===== config.mk =====
export PLATFORM = sky130hd
export DESIGN_NAME = parity_frame_tx
export DESIGN_NICKNAME = d
export VERILOG_FILES = /design/src/rtl/parity_frame_tx.sv
export SDC_FILE = /design/constraint.sdc
export NUM_CORES = 1
export LEC_CHECK = 0
export ABC_AREA = 1
export CORE_MARGIN = 5
export CORE_UTILIZATION = 50
export DETAILED_ROUTE_END_ITERATION = 10
export PLACE_DENSITY = 0.75
export RECOVER_POWER = 100
export REMOVE_ABC_BUFFERS = 1
export SLEW_MARGIN = 10
export SYNTH_ARGS = -nofsm -noshare
export SYNTH_HDL_FRONTEND = slang
export SYNTH_SLANG_ARGS = --single-unit

===== constraint.sdc =====
create_clock -name clk -period 1.55 [get_ports clk]
set_input_delay 0.155 -clock clk [delete_from_list [all_inputs] [get_ports clk]]
set_output_delay 0.155 -clock clk [all_outputs]
set_load 0.1 [all_outputs]

===== src/rtl/parity_frame_tx.sv =====
// Serial transmitter for a 3-bit word plus its upstream even-parity bit.
// Frame: start(0), d[0], d[1], d[2], p, stop(1); each bit is held CLKS_PER_BIT clocks.
module parity_frame_tx #(
    parameter int CLKS_PER_BIT = 4
) (
    input  logic       clk,
    input  logic       rst_n,
    input  logic       start,
    input  logic [2:0] d,
    input  logic       p,
    output logic       tx,
    output logic       busy,
    output logic       done,
    output logic       par_err
);
    localparam int CNT_W = $clog2(CLKS_PER_BIT + 1);

    typedef enum logic [2:0] {IDLE, START, DATA, PARITY, STOP} state_t;

    state_t           state;
    state_t           state_next;
    logic [CNT_W-1:0] cnt;
    logic [1:0]       idx;
    logic [2:0]       d_q;
    logic             p_q;
    logic             bit_tc;
    logic             load;

    assign bit_tc = (cnt == CNT_W'(CLKS_PER_BIT - 1));
    assign load   = (state == IDLE) && start;

    // NOTE: sequential state uses non-blocking (<=) so every register samples pre-edge values.
    always_ff @(posedge clk) begin
        if (!rst_n) state <= IDLE;
        else        state <= state_next;
    end

    // NOTE: every output of this block is given a default first, so no path can infer a latch.
    always_comb begin
        state_next = state;
        tx         = 1'b1;
        busy       = 1'b0;
        unique case (state)
            IDLE: begin
                if (start) state_next = START;
            end
            START: begin
                tx   = 1'b0;
                busy = 1'b1;
                if (bit_tc) state_next = DATA;
            end
            DATA: begin
                tx   = d_q[idx];
                busy = 1'b1;
                if (bit_tc && idx == 2'd2) state_next = PARITY;
            end
            PARITY: begin
                // The captured parity goes out as-is, even when wrong, so downstream can flag it.
                tx   = p_q;
                busy = 1'b1;
                if (bit_tc) state_next = STOP;
            end
            STOP: begin
                busy = 1'b1;
                if (bit_tc) state_next = IDLE;
            end
            default: state_next = IDLE;
        endcase
    end

    always_ff @(posedge clk) begin
        if (!rst_n) begin
            cnt     <= '0;
            idx     <= '0;
            d_q     <= '0;
            p_q     <= 1'b0;
            par_err <= 1'b0;
            done    <= 1'b0;
        end else begin
            done <= (state == STOP) && bit_tc;
            if (load) begin
                d_q     <= d;
                p_q     <= p;
                par_err <= (p != ^d);
                cnt     <= '0;
                idx     <= '0;
            end else if (state != IDLE) begin
                if (bit_tc) begin
                    cnt <= '0;
                    if (state == DATA) idx <= (idx == 2'd2) ? 2'd0 : idx + 2'd1;
                end else begin
                    cnt <= cnt + CNT_W'(1);
                end
            end
        end
    end
endmodule


==> flow_summary.json <==
{
  "p_switching_uw": 862,
  "p_clk_share_pct": 12.4,
  "p_comb_share_pct": 58.2,
  "vias": 675,
  "fill_cells": 110,
  "critical-path-max-stage-delay_ns": 0.36,
  "cts_root_buffer": "clkbuf_4",
  "layout_common_cells": "nand2_1, nor2_1, inv_1, dfxtp_1, a21oi_1",
  "syn-instance-count": 104,
  "max_slew_margin_pct": 64.1,
  "synthAdderAreaFrac_pct": 1.78,
  "antenna_found_initial": 0,
  "switching_share_pct": 51.0,
  "layout-drive-gt1-share_pct": 16.1,
  "track_usage_pct": 15.6,
  "htree_levels": 1,
  "clk_pin_slew_ns": 0.08,
  "worstPathRequired_ns": 1.39,
  "top_level_ports": 11,
  "numCtsBuffers": 3,
  "critical_path_buf_inv_count": 2,
  "post-route-drc-count": 0,
  "fp.dieW_um": 47.5,
  "hold_path_class": "flip-flop to flip-flop",
  "grt_max_degree": 8,
  "diodes": 0,
  "drt_iter0_markers": 17,
  "grt_pass1_wl_um": 2410,
  "area_growth_pct": 22.0,
  "crit_top_cell": "nand2_1",
  "grt_overflow": 0,
  "synth_seq_area_share_pct": 39.8,
  "skew_ns": 0.00711,
  "first_pass_iters": 4,
  "synth-simple-area-share_pct": 39.1,
  "path_cells": "inv_1, nor2_2, nand2_1, nand3_1, nand2_1, nand2_1, buf_8",
  "min_period_over_period_pct": 94.8,
  "maxCapViolCount": 0,
  "synthMuxAreaShare_pct": 0,
  "clock-sinks": 14,
  "power_density_nw_per_um2": 1970,
  "worstPathMaxFanout": 3,
  "cts_tree": "yes",
  "hpwl_um": 1090,
  "postRouteAntennaNets": 0,
  "fin_setup_tns_ns": 0,
  "ys_seq_elements": 14,
  "start_util_pct": 53.5,
  "endpoint_kind": "primary output",
  "p_seq_share_pct": 29.4,
  "internal_power_uw": 828,
  "grt_pass1_vias": 610,
  "setup_viol": 0,
  "worst_slew_pin_slew_ns": 0.541,
  "clk_latency_ns": 0.29,
  "utilization_pct": 65.2,
  "slowest_stage": "dfxtp_1",
  "period_needed_ns": 1.47,
  "gp_congestion": 0.797,
  "syn_avg_cell_area_um2": 6.77,
  "wl_um": 1460,
  "cp.arrival_ns": 1.31,
  "crit_path_start_kind": "flip-flop",
  "placeableCoreArea_um2": 1320,
  "synth_compound_area_share_pct": 9.24,
  "report.final.slew_viol_count": 0,
  "status": "completed",
  "dieArea_um2": 2260,
  "nNetsFinal": 128,
  "wl_per_cell_um": 11.0,
  "ir_drop_v": 0.00101,
  "synthXorXnorAreaFrac_pct": 3.73,
  "clockBufferDepth": 2,
  "path_delay_family": "simple AND/OR/NAND/NOR gates",
  "final_common_cell": "nand2_1",
  "synth_cell_types": 19,
  "vias_per_cell": 5.08,
  "rsz0062_at_grt": "false",
  "synth.cell_area_um2": 704,
  "die_h_um": 47.5,
  "hold_viol": 0,
  "fmax_mhz": 681,
  "fp-row-count": 13,
  "portBuffers": 10,
  "p_leak_nw": 0.392,
  "ys.warnings.count": 0,
  "worstSetupPathType": "flip-flop to primary output",
  "synth_top_family_by_area": "simple AND/OR/NAND/NOR gates"
}
==> cell usage after synthesis <==
library cell  count  area, um^2
xnor2_1           3        26.3
nand4_1           3        18.8
nand3_1           5        25.0
a21oi_1           8        40.0
o21ai_0           2        10.0
nand2_1          31         116
nor3_1            2        10.0
nor2_4            1        11.3
o21a_1            1        7.51
dfxtp_1          14         280
inv_2             2        7.51
a22oi_1           1        7.51
nand2_4           1        11.3
ha_1              1        12.5
nor2_1           15        56.3
nand2_2           2        12.5
inv_1            10        37.5
nor2_2            1        6.26
nand3b_1          1        7.51
==> per-stage QoR <==
step                      setup slack, ns  cells  cell area [um^2]  power (mW)  hold WS (ns)
final                              0.0806    133               860        1.69         0.464
after global routing               0.0107    133               860        1.82         0.471
after CTS                          0.0223    132               888        1.76         0.460
after detailed placement            0.182    129               863        1.55         0.450
after global placement              0.224    129               863        1.53         0.447
after floorplan                    0.0596    104               704        1.22         0.276
==> final timing paths <==
kind                            slack [ns]      end  startpoint  depth (start not counted)
worst min-delay path                  0.46   cnt[2]      cnt[2]                          2
worst min register to register        0.46   cnt[2]      cnt[2]                          2
worst max register to register        0.14  par_err    state[0]                          9
worst max-delay path                  0.08       tx      idx[1]                          7
==> worst reg2reg max path, delay by kind of cell (launching register included) <==
kind	cells	cell delay, ns
compound gates	1	0.13
simple gates	4	0.45
flops	1	0.37
buf+inv	4	0.42
==> sequential cells by signal, summed over array words and instances (netlist names) <==
register	flops
d_q	3
p_q	1
par_err	1
state	3
done	1
idx	2
cnt	3
==> layer usage <==
layer | global-route usage, % | vias to the layer above | routed length, um
li1 | - | 361 | -
met1 | 17.3 | 289 | 668
met2 | 25.9 | 20 | 648
met3 | 4.89 | 5 | 104
met4 | 9.68 | 0 | 42
met5 | 0 | - | 0
==> power by group through the flow <==
stage               Combinational (mW)  Sequential (mW)  Clock (mW)
global route                      1.07            0.506       0.239
floorplan                        0.682            0.541           0
global placement                  1.04            0.496           0
CTS                               1.06            0.496       0.212
detailed placement                1.05            0.499           0
finish                           0.983            0.497       0.210
==> area by class of cell <==
| class | instances | area, um^2 | share of cell area (%) |
|---|---|---|---|
| Timing Repair Buffer | 11 | 108 | 12.5 |
| Tap cell | 15 | 18.8 | 2.18 |
| Clock buffer | 3 | 22.5 | 2.62 |
| Inverter | 12 | 45.0 | 5.24 |
| Sequential cell | 14 | 287 | 33.3 |
| Multi-Input combinational cell | 78 | 379 | 44.1 |
==> kinds of logic after synthesis <==
logic type | after synthesis
AOI/OAI and AO/OA | 12
xor gates and xnor gates | 3
adders and majority gates | 1
buffers and inverters | 12
DFF | 14
and+or+nand+nor | 62
==> timing repair <==
| item | in CTS | in global routing |
|---|---|---|
| endpoints found under the setup margin | 1 | 1 |
| pin swaps | 0 | 2 |
| hold buffers | 0 | 0 |
| buffers inserted | 0 | 1 |
| resized for setup | 3 | 4 |
No activity file was read; power rests on OpenSTA's default activity.
